File: config.mk
export PLATFORM = sky130hd
export DESIGN_NAME = idx_set_builder
export DESIGN_NICKNAME = d
export VERILOG_FILES = /design/src/rtl/idx_set_builder.sv
export SDC_FILE = /design/constraint.sdc
export NUM_CORES = 1
export LEC_CHECK = 0
export ABC_CLOCK_PERIOD_IN_PS = 5350
export CORE_MARGIN = 3
export CORE_UTILIZATION = 30
export DETAILED_ROUTE_END_ITERATION = 6
export DONT_BUFFER_PORTS = 1
export PLACE_DENSITY = 0.55
export REMOVE_ABC_BUFFERS = 1
export SLEW_MARGIN = 20
export SYNTH_ARGS = -nofsm -noshare
export SYNTH_HDL_FRONTEND = slang
export SYNTH_SLANG_ARGS = --single-unit
File: constraint.sdc
create_clock -name ck -period 5.35 [get_ports ck]
set_clock_uncertainty 0.2 [all_clocks]
set_input_delay 1.07 -clock ck [delete_from_list [all_inputs] [get_ports ck]]
set_output_delay 1.07 -clock ck [all_outputs]
set_load 0.01 [all_outputs]
File: src/rtl/idx_set_builder.sv
// idx_set_builder: rebuilds a WIDTH-bit set vector from a stream of bit
// indices (one beat per set bit, in_last marks the final beat). The finished
// set is presented with its population count and sticky duplicate /
// out-of-range flags, and held until the consumer takes it.
//
// Handshake rule for both sides: a beat transfers on a rising edge of ck
// where valid and ready are both 1; the sender keeps valid and payload
// stable until then, and ready never depends combinationally on valid.
module idx_set_builder #(
   parameter  int WIDTH = 16,
   localparam int IDXW  = $clog2(WIDTH)
) (
   input  logic              ck,
   input  logic              rst_n,
   input  logic              in_vld,
   output logic              in_rdy,
   input  logic [IDXW-1:0]   in_idx,
   input  logic              in_last,
   output logic              out_vld,
   input  logic              out_rdy,
   output logic [WIDTH-1:0]  out_mask,
   output logic [IDXW:0]     out_cnt,
   output logic              out_dup,
   output logic              out_oob
);

   localparam logic [1:0] ST_IDLE  = 2'd0;
   localparam logic [1:0] ST_ACCUM = 2'd1;
   localparam logic [1:0] ST_HOLD  = 2'd2;

   // WIDTH expressed in the index width plus one, so indices past a
   // non-power-of-two width can be recognised.
   localparam logic [IDXW:0] WIDTH_C = (IDXW+1)'(WIDTH);

   logic [1:0]       state_q, state_d;
   logic [WIDTH-1:0] mask_q,  mask_d;
   logic [IDXW:0]    cnt_q,   cnt_d;
   logic             dup_q,   dup_d;
   logic             oob_q,   oob_d;

   logic             accept;
   logic             hold;
   logic             is_oob;
   logic             is_dup;
   logic [WIDTH-1:0] onehot;

   // Beat classification and next-state / accumulator update.
   always_comb begin
      hold    = (state_q == ST_HOLD);
      accept  = in_vld && !hold;
      // An out-of-range index shifts the one past the top and decodes to zero.
      onehot  = WIDTH'(1) << in_idx;
      is_oob  = ({1'b0, in_idx} >= WIDTH_C);
      is_dup  = !is_oob && (|(mask_q & onehot));

      state_d = state_q;
      mask_d  = mask_q;
      cnt_d   = cnt_q;
      dup_d   = dup_q;
      oob_d   = oob_q;

      case (state_q)
         ST_IDLE, ST_ACCUM: begin
            if (accept) begin
               if (is_oob) begin
                  oob_d = 1'b1;
               end else if (is_dup) begin
                  dup_d = 1'b1;
               end else begin
                  mask_d = mask_q | onehot;
                  // Only clear bits are counted, so the count tops out at WIDTH.
                  cnt_d  = cnt_q + (IDXW+1)'(1);
               end
               state_d = in_last ? ST_HOLD : ST_ACCUM;
            end
         end
         ST_HOLD: begin
            if (out_rdy) begin
               // Set consumed: start the next one from an empty accumulator.
               mask_d  = '0;
               cnt_d   = '0;
               dup_d   = 1'b0;
               oob_d   = 1'b0;
               state_d = ST_IDLE;
            end
         end
         default: begin
            state_d = ST_IDLE;
         end
      endcase
   end

   // State and accumulator registers; reset discards any partial or held set.
   always_ff @(posedge ck or negedge rst_n) begin
      if (!rst_n) begin
         state_q <= ST_IDLE;
         mask_q  <= '0;
         cnt_q   <= '0;
         dup_q   <= 1'b0;
         oob_q   <= 1'b0;
      end else begin
         state_q <= state_d;
         mask_q  <= mask_d;
         cnt_q   <= cnt_d;
         dup_q   <= dup_d;
         oob_q   <= oob_d;
      end
   end

   // Outputs read zero unless a completed set is being held.
   always_comb begin
      in_rdy   = !hold;
      out_vld  = hold;
      out_mask = hold ? mask_q : '0;
      out_cnt  = hold ? cnt_q  : '0;
      out_dup  = hold ? dup_q  : 1'b0;
      out_oob  = hold ? oob_q  : 1'b0;
   end

endmodule
After elaboration in Yosys (flattened, before gate mapping)
Index checks and enable logic that the tools add are counted.
- word-level logic and storage cells: 42
- input port bits: 9
- flip-flop bits (word level): 24
- equal/unequal tests: 6
- multiplexer cells: 19
- shift-type cells: 1
- reduce and logical (&&, ||, !) cells: 9
- add/subtract/negate cells: 1
- bitwise gates (word level): 2
- operators with widths (kind ; number):
    $mux W16 ; 4
    $pmux W16 S2 ; 1
    $mux W5 ; 4
    $and A16 B16 Y16 ; 1
    $or A16 B16 Y16 ; 1
    $reduce_or A16 Y1 ; 1
    $shl A1 B4 Y16 const A ; 1
    $pmux W5 S2 ; 1
    $ne A2 B2 Y1 const B ; 4
    $reduce_and A4 Y1 ; 2
    $mux W2 ; 3
    $add A5 B1 Y5 const B ; 1
    $mux W1 ; 4
    $pmux W2 S2 ; 1
    $eq A2 B1 Y1 const B ; 1
    $eq A2 B2 Y1 const B ; 1
    $logic_not A2 Y1 ; 1
    $pmux W1 S2 ; 1
    $reduce_and A2 Y1 ; 1
    $reduce_bool A2 Y1 ; 1
    $reduce_or A2 Y1 ; 1
    $logic_and A1 B1 Y1 ; 1
    $logic_not A1 Y1 ; 1

Logic depth before layout (Yosys ltp)
- word-level depth: 6
- mapped depth: 8
- gate-level depth less buffers: 5

Least setup slack after synthesis
Ideal clock, no wire load.
- path type: input to register
- start point: input in_idx[1]
- end point: register cnt_q[0]
- stages on the path: 7
- required time: 5.071 ns
- arrival time: 2.479 ns
- buffers on the path: 2
- path slack: 2.592 ns
- setup time: 0.079 ns
- cells stage by stage: buf_6 mux2_1 o211ai_2 nand4_4 nor3_4 buf_6 mux2i_1
- word-level cells in the longest chain between the ends: 5
- RTL lines (item ; RTL line ; source):
    start, declared ; 17 ; input logic [IDXW-1:0] in_idx,
    $shl A1 B4 Y16 ; 52 ; onehot = WIDTH'(1) << in_idx;
    $and A16 B16 Y16 ; 54 ; is_dup = !is_oob && (|(mask_q & onehot));
    $reduce_or A16 Y1 ; 54 ;
    $ne A2 B2 Y1 (no line) ; -- ;
    $reduce_and A4 Y1 (no line) ; -- ;
    end signal, assigned ; 104 ; cnt_q <= cnt_d;
    end, declared ; 37 ; logic [IDXW:0] cnt_q, cnt_d;
No other way between the ends.
A chain may end at the register's enable or synchronous reset.

Final worst setup path
- start point: register state_q[1]
- end point: output out_cnt[4]
- word-level cells in the longest chain between the ends: 2
- RTL lines (item ; RTL line ; source):
    start, declared ; 35 ; logic [1:0] state_q, state_d;
    start signal, assigned ; 102 ; state_q <= state_d;
    $eq A2 B2 Y1 ; 49 ; hold = (state_q == ST_HOLD);
    via out_vld ; 19 ; output logic out_vld,
    $mux W5 ; 115 ; out_cnt = hold ? cnt_q : '0;
    end, declared ; 22 ; output logic [IDXW:0] out_cnt,
The timed path passes the listed nets, and every way through them passes these cells.

==> out/results.ini <==
[final_layout]
nets=142
antenna_cells=0
stdcell_count=195
synthToLayoutAreaGrowth_pct=2.94
drive_gt1_share_pct=15.4

[timing]
rsz0062_at_grt=no
tightest_slew_ns=0.943
setup_tns_ns=0
final.min_clock_period_ns=3.26
period_share_pct=61.0
fmax_mhz=306
setup_viol=0
maxSlewHeadroom_pct=36.3
drv_slew=0
finalHoldViolations=0

[clock_tree]
ctsHoldBuffers=0
cts_tree=done
cts_buffer_depth=2
post_cts_buffers=0
clk_latency_ns=0.26
clk_pin_slew_ns=0.08
cts_resized=0
root_buffer=clkbuf_8
cts_buffers=3
cts_htree_levels=1
clock_sinks=24

[yosys]
synth_xor_xnor_area_share_pct=0
yosys_warnings=0
synth_compound_area_share_pct=20.4
synthTopCellsByArea=dfrtp_1, a32o_1, and2_1
async_flop_share_pct=100
synth.largest_area_cell=dfrtp_1
synth_top_family_by_area=simple AND/OR/NAND/NOR gates
synth_common_cells=dfrtp_1, and2_1, a32o_1, nand2_1
synthSimpleGateAreaFrac_pct=23.1
yosys_register_bits=24
yosys.area.top_type_share_pct=40.4
yosysMostFrequentCell=dfrtp_1
yosysSeqAreaShare_pct=40.4
synth_cells=137
synth-edff-count=0
yosysUniqueCellTypes=46
synth-main-ff-cell=dfrtp_1
synthesis.area_mm2=0.00149
synth_area_per_cell_um2=10.9
synth-adder-area-share_pct=0.841
yosys-mux-area-fraction_pct=7.99

[drt]
drc=0
drt-initial-drc-count=47
drtPass1Iterations=4
vias_per_cell=5.48
wire_per_inst_um=17.2
drtAntennaViolNets=0
dr_total_vias=1069
drt_wl_total_um=3360

[floorplanning]
io_pins=34
core_mm2=0.00456
die_w_um=76.4
rows=24
start_util_pct=32.6
die_h_um=76.4
dieArea_mm2=0.00584

[power_and_ir_drop]
p_leak_nw=0.641
p_per_area_mw_per_mm2=351
peakVddDrop_mv=0.156

[global_routing]
grt_use_total_pct=12.2
grt_overflow=0
grt_antenna_before_repair=0
grt_max_degree=25
grt_pass1_vias=1073
grt_pass1_wl_um=5790

[outcome]
status=complete, no violations

[place]
placedCellCount=192
hpwl_um=2520
finalWeightedCongestion=0.811
port_buffers=0

[hold_path]
hold_depth=1
hp-class=reg2reg

[setup_path]
crit_fanout=11
r2r_cells=4
crit_path_end_kind=output port
worst_setup_path_start_kind=flip-flop
crit_type=reg2out
crit_arrival_ns=1.99
required_ns=4.08

[job]
maxCapViolCount=0

==> worst paths after layout <==
kind	startpoint	to	slack, ns
setup / recovery	state_q[1]	out_cnt[4]	2.09
hold / removal	cnt_q[4]	cnt_q[4]	0.26
setup reg to reg	state_q[1]	mask_q[12]	2.84
hold reg to reg	cnt_q[4]	cnt_q[4]	0.26
max in group asynchronous	rst_n	mask_q[5]	4.59
min in group asynchronous	rst_n	state_q[1]	0.29
==> metrics by stage <==
step	utilization [%]	setup slack, ns	power [mW]	hold WS, ns	instance area, um^2
floorplan	-	2.45	0.396	0.223	1400
global placement	32.6	2.33	0.430	0.241	1490
detailed placement	32.6	2.24	0.438	0.254	1490
CTS	33.6	2.01	0.545	0.265	1530
global route	33.6	1.85	0.576	0.280	1530
finish	33.6	2.09	0.538	0.262	1530
==> critical path: stages (launching register included) <==
cell	delay [ns]
dfrtp_1	0.45
nor2b_1	0.67
inv_1	0.34
nor2_1	0.28
==> metal layers <==
| layer | up-vias | routed length, um | track usage, % |
|---|---|---|---|
| met2 | 44 | 1410 | 17.5 |
| met1 | 527 | 1680 | 18.2 |
| met3 | 2 | 249 | 4.37 |
| li1 | 496 | - | - |
| met4 | 0 | 14 | 1.09 |
| met5 | - | 0 | 0 |
==> registers in the layout (all words and copies together), names as in the netlist <==
signal   count
dup_q        1
cnt_q        5
mask_q      16
state_q      2
==> logic make-up after synthesis <==
logic type	count (synthesis)
buffers and inverters	16
muxes	10
adders and majority gates	1
DFF	24
and+or+nand+nor	52
other	1
AOI/OAI and AO/OA	33
==> layout make-up <==
type / instances / area [um^2]
Multi-Input combinational cell: 97 / 782
Fill cell: 479 / 3030
Sequential cell: 24 / 601
Timing Repair Buffer: 1 / 7.51
Clock buffer: 3 / 41.3
Tap cell: 65 / 81.3
Inverter: 5 / 18.8
==> placed cells by master, fill, tap and decap left out, types with 2 or more instances in the layout <==
cell	n
clkbuf_8	3
nor2_1	5
o41a_2	2
nand3_1	2
nand4_1	2
mux2_1	3
and2b_2	3
a32o_1	15
a31oi_1	3
mux2i_1	4
o31ai_1	2
dfrtp_1	24
nand2_1	8
mux2_2	2
and2_1	21
inv_1	5
==> report_power, final <==
group          internal, mW  switching (mW)  leakage (nW)
Combinational        0.0767          0.0778         0.310
Sequential            0.233          0.0458         0.310
Clock                0.0503          0.0545        0.0216
Power figures use the tool's default switching activity.
